[src/rtl/signed_acc_pkg.sv]
// Shared types and helpers for the signed frame accumulator.
// Holds the FSM state enum, the signed-overflow predicate and the
// saturation limits for a given accumulator width (up to MAX_W bits).
package signed_acc_pkg;

  localparam int unsigned MAX_W = 64;

  typedef enum logic {
    ACC  = 1'b0,
    HOLD = 1'b1
  } state_t;

  // Two's-complement add overflows only when both operands share a sign
  // and the result's sign differs from it.
  function automatic logic add_ovf(input logic a_msb, input logic b_msb,
                                   input logic s_msb);
    return (a_msb == b_msb) && (s_msb != a_msb);
  endfunction

  // Largest positive value of a w-bit signed number, 2^(w-1)-1.
  function automatic logic [MAX_W-1:0] sat_max(input int unsigned w);
    logic [MAX_W-1:0] r;
    r = '0;
    for (int unsigned i = 0; i < MAX_W; i++) begin
      if (i + 1 < w) r[i] = 1'b1;
    end
    return r;
  endfunction

  // Most negative value of a w-bit signed number, -2^(w-1).
  function automatic logic [MAX_W-1:0] sat_min(input int unsigned w);
    logic [MAX_W-1:0] r;
    r = '0;
    for (int unsigned i = 0; i < MAX_W; i++) begin
      if (i + 1 == w) r[i] = 1'b1;
    end
    return r;
  endfunction

endpackage

[src/rtl/signed_add_ovf.sv]
// Combinational W-bit two's-complement adder with overflow detect.
// Build option SIGNED_ACC_SAT_EN: on overflow the sum clamps to the
// signed limit in the direction of operand b; otherwise it wraps.
// Ports: a, b   - signed operands (a is the running accumulator)
//        sum_c  - stored result (wrapped or clamped)
//        ov_c   - signed overflow of the raw add
module signed_add_ovf
  import signed_acc_pkg::*;
#(
  parameter int unsigned W = 8
) (
  input  logic [W-1:0] a,
  input  logic [W-1:0] b,
  output logic [W-1:0] sum_c,
  output logic         ov_c
);

  logic [W-1:0] raw;

  always_comb begin
    raw   = a + b;
    ov_c  = add_ovf(a[W-1], b[W-1], raw[W-1]);
    sum_c = raw;
`ifdef SIGNED_ACC_SAT_EN
    // Overflow implies a and b share a sign, so b's sign picks the limit.
    if (ov_c) begin
      sum_c = b[W-1] ? W'(sat_min(W)) : W'(sat_max(W));
    end
`endif
  end

endmodule

[src/rtl/signed_frame_accumulator.sv]
// Streaming signed frame accumulator: sums a frame of signed W-bit samples
// received over valid/ready and presents one result per frame with a sticky
// overflow flag and a saturating sample count.
// Build option SIGNED_ACC_SAT_EN: saturating adds instead of wrap-around.
// Ports: clk, aresetn (async active-low), clear (sync abort)
//        in_valid/in_ready/in_data/in_last  - sample stream
//        out_valid/out_ready                - result handshake
//        out_sum/out_overflow/out_count     - result registers
module signed_frame_accumulator
  import signed_acc_pkg::*;
#(
  parameter int unsigned W  = 8,
  parameter int unsigned CW = 8
) (
  input  logic          clk,
  input  logic          aresetn,
  input  logic          clear,
  input  logic          in_valid,
  output logic          in_ready,
  input  logic [W-1:0]  in_data,
  input  logic          in_last,
  output logic          out_valid,
  input  logic          out_ready,
  output logic [W-1:0]  out_sum,
  output logic          out_overflow,
  output logic [CW-1:0] out_count
);

  state_t        state_q, state_d;
  logic [W-1:0]  acc_q, acc_d;
  logic          ovf_q, ovf_d;
  logic [CW-1:0] cnt_q, cnt_d;

  logic [W-1:0]  add_sum_c;
  logic          add_ov_c;

  signed_add_ovf #(.W(W)) u_add (
    .a     (acc_q),
    .b     (in_data),
    .sum_c (add_sum_c),
    .ov_c  (add_ov_c)
  );

  // State and datapath registers.
  always_ff @(posedge clk or negedge aresetn) begin
    if (!aresetn) begin
      state_q <= ACC;
      acc_q   <= '0;
      ovf_q   <= 1'b0;
      cnt_q   <= '0;
    end else begin
      state_q <= state_d;
      acc_q   <= acc_d;
      ovf_q   <= ovf_d;
      cnt_q   <= cnt_d;
    end
  end

  // Next-state and datapath update; clear overrides any handshake.
  always_comb begin
    state_d = state_q;
    acc_d   = acc_q;
    ovf_d   = ovf_q;
    cnt_d   = cnt_q;
    if (clear) begin
      state_d = ACC;
      acc_d   = '0;
      ovf_d   = 1'b0;
      cnt_d   = '0;
    end else begin
      case (state_q)
        ACC: begin
          if (in_valid) begin
            acc_d = add_sum_c;
            ovf_d = ovf_q | add_ov_c;
            if (cnt_q != {CW{1'b1}}) cnt_d = cnt_q + CW'(1);
            if (in_last) state_d = HOLD;
          end
        end
        HOLD: begin
          if (out_ready) begin
            state_d = ACC;
            acc_d   = '0;
            ovf_d   = 1'b0;
            cnt_d   = '0;
          end
        end
        default: state_d = ACC;
      endcase
    end
  end

  // Outputs are direct decodes/copies of registers.
  assign in_ready     = (state_q == ACC);
  assign out_valid    = (state_q == HOLD);
  assign out_sum      = acc_q;
  assign out_overflow = ovf_q;
  assign out_count    = cnt_q;

endmodule

[config.mk]
export PLATFORM = sky130hd
export DESIGN_NAME = signed_frame_accumulator
export DESIGN_NICKNAME = d
export VERILOG_FILES = /design/src/rtl/signed_acc_pkg.sv /design/src/rtl/signed_add_ovf.sv /design/src/rtl/signed_frame_accumulator.sv
export SDC_FILE = /design/constraint.sdc
export NUM_CORES = 1
export LEC_CHECK = 0
export CAP_MARGIN = 20
export CORE_UTILIZATION = 45
export CTS_BUF_LIST = sky130_fd_sc_hd__clkbuf_4 sky130_fd_sc_hd__clkbuf_8
export DETAILED_ROUTE_END_ITERATION = 12
export MAX_ROUTING_LAYER = met4
export PLACE_DENSITY = 0.89
export SLEW_MARGIN = 20
export SYNTH_ARGS = -nofsm -noshare
export SYNTH_HDL_FRONTEND = slang
export SYNTH_SLANG_ARGS = --single-unit
[constraint.sdc]
create_clock -name clk -period 5.08 [get_ports clk]
set_input_delay 1.016 -clock clk [delete_from_list [all_inputs] [get_ports clk]]
set_output_delay 1.016 -clock clk [all_outputs]
set_load 0.01 [all_outputs]
==> impl_metrics.tcl <==
set metrics [dict create \
    min_to "out_sum[2]" \
    cp_cell_sequence "clkdlybuf4s50_1 > ha_1 > fa_1 > a21o_1 > a21oi_1 > o211ai_1 > xnor2_1 > o21ai_1" \
    final_nets 176 \
    path_max_fanout 2 \
    hold_path_depth 2 \
    cts_setup_buffers 0 \
    rsz0062_at_grt "false" \
    dpl.hpwl_mm 1.979 \
    syn_nets 139 \
    syn_inst 116 \
    die_w_um 51.58 \
    slowest_stage "clkdlybuf4s50_1" \
    synth_top_area_share_pct 40.72 \
    fmax_ghz 0.3737 \
    synth_edf_count 0 \
    fin_ws_ns 2.404 \
    setup_viol 0 \
    yosysTopAreaCell "dfrtp_1" \
    synth_common_cells "dfrtp_1 (18), nand2_1 (18), nor2_1 (9)" \
    fin_skew_ns 0.002131 \
    start_util_pct 49.06 \
    cts_sinks 18 \
    cts_made_buffers 3 \
    synth_warnings 0 \
    status "finished clean" \
    antenna_found_initial 0 \
    hold_buffers 0 \
    portBuffers 32 \
    min_period_ns 2.676 \
    start_kind "input port" \
    fin_cells 180 \
    htreeDepth 1 \
    core_mm2 0.002255 \
    dieArea_mm2 0.002660 \
    fin_crit_sh_pct 52.67 \
    pre_cts_ws_ns 2.090 \
    post_route_cells_drive_above_1_share_pct 7.237 \
    drtIter0Drc 19 \
    syn_avg_cell_area_um2 9.535 \
    dieHeight_um 51.58 \
    finalHoldViolCount 0 \
    track_usage_pct 22.53 \
    max-vdd-ir-drop_mv 0.1659 \
    io-pin-count 33 \
    critPathCaptureType "flip-flop" \
    rows 17 \
    rr_startpoint "out_sum[0]" \
    ys_ff_latch 18 \
    grt_max_degree 19 \
    p_leak_uw 0.0006541 \
    power.density_mw_per_mm2 246.7 \
    regArea_um2 450.4 \
    cts_resized 0 \
    hp-start "out_sum[2]" \
    synthesis.area_mm2 0.001106 \
    antenna_cells 0 \
    rr_worst_depth 7 \
    grt_pass1_vias 999 \
    cpPeakStageDelay_ns 0.41 \
    post-route-cell-area_mm2 0.001498 \
    maxSlewViolCount 0 \
    r2r_end "out_sum[6]" \
    drc 0 \
    drt_first_pass_iters 4 \
    worstPathRequired_ns 5.26 \
    seq_area_frac_synth_pct 40.72 \
    hold_path.class "flip-flop to flip-flop" \
    wirelength_mm 2.517 \
    cts_buffer_depth 2 \
    grt_overflow_total 0 \
    tightest_slew_ns 0.7700 \
    yosys-top-cells-area "dfrtp_1 (41%), ha_1 (9.0%), nand2_1 (6.1%)" \
    synth.distinct_cells 33 \
    wl_per_cell_um 13.98 \
    grt_pass1_wl_mm 4.340 \
    slew_headroom_pct 48.51 \
    area_growth_pct 35.41 \
    async_flop_share_pct 100.0 \
    clk_pin_slew_ns 0.10 \
    vias 1009 \
    cts_tree "done" \
    multiInputGateArea_um2 648.1 \
    path_class "input port to flip-flop" \
    place.gp.congestion 0.8394 \
    place_area_mm2 0.001461 \
    setup-tns-final_ns 0 \
    placedCellCount 176 \
    drt-vias-per-instance 5.606 \
    synthFlopType "dfrtp_1" \
    cts-root-buf "clkbuf_4" \
    fill_cells 202 \
    rrSetupSlack_ns 3.16 \
    cap_violations 0 \
    clk_latency_ns 0.28 \
    crit_start "in_data[0]" \
    arrival_ns 2.85 \
    antenna_left 0 \
]
-- placed cells by master (no fill, tap or decap), drive strengths merged, types with 2 or more instances in the layout --
master / synthesis / final
a21o: 3 / 3
inv: 2 / 2
xor2: 6 / 6
clkdlybuf4s50: 0 / 32
dfrtp: 18 / 18
nor3: 2 / 2
xnor2: 3 / 3
nand2: 19 / 19
a31oi: 3 / 3
a22o: 4 / 4
a21oi: 6 / 6
ha: 8 / 8
nor2: 11 / 11
and3: 2 / 2
nand4: 2 / 2
nand3: 7 / 7
clkbuf: 0 / 4
o21ai: 8 / 8
-- cell families after synthesis --
logic type               share of synthesized area (%)
AND/OR/NAND/NOR                                  19.80
AO/OA/AOI/OAI                                    19.80
flip-flops                                       40.72
XOR/XNOR                                         7.127
adder cells (fa/ha/maj)                          10.86
buffers and inverters                           0.6790
multiplexers                                     1.018
-- sequential cells by signal (all words and copies together) (netlist names) --
name and flops:
out_valid 1, out_count 8, out_overflow 1, out_sum 8
-- critical path: cells and delay by family --
family	cells	cell delay (ns)
AOI/OAI and AO/OA	4	0.61
xor gates and xnor gates	1	0.15
adders and majority gates	2	0.65
buffers and inverters	1	0.41
-- how the worst max path moves through the flow --
| stage | end | slack, ns |
|---|---|---|
| 3_3_place_gp | out_sum[6] | 2.17 |
| 5_1_grt | out_sum[6] | 2.34 |
| 2_1_floorplan | out_sum[6] | 2.65 |
| 3_5_place_dp | out_sum[6] | 2.09 |
| 6_report | out_sum[6] | 2.40 |
| 4_1_cts | out_sum[6] | 2.40 |
-- cell type report --
type	count	share of cell area, %
Tap cell	28	2.339
Timing Repair Buffer	32	21.39
Sequential cell	18	30.08
Inverter	2	0.5013
Multi-Input combinational cell	96	43.27
Clock buffer	4	2.423
-- power by group --
group          switching [uW]  internal [uW]  leakage (uW)  total, uW
clock network            42.6           43.6     0.0000210       86.2
logic                    58.1           60.5      0.000389        119
registers                10.5            154      0.000245        165
total                     111            258      0.000654        369
-- stage by stage --
| step | hold WS [ns] | power, uW | util [%] |
|---|---|---|---|
| floorplan | 0.5285 | 235.2 | - |
| global placement | 0.4923 | 282.5 | 64.82 |
| detailed placement | 0.5048 | 286.9 | 64.82 |
| CTS | 0.5284 | 373.8 | 66.43 |
| global route | 0.5619 | 396.7 | 66.43 |
| finish | 0.5251 | 369.5 | 66.43 |
-- metal layers --
layer / routed length [um] / GRT usage [%] / up-vias
met2: 1314 / 39.83 / 28
met1: 1047 / 25.94 / 485
met3: 134 / 3.509 / 2
met5: 0 / - / -
li1: - / - / 494
met4: 21 / 7.658 / 0
(Power assumes the default switching activity.)
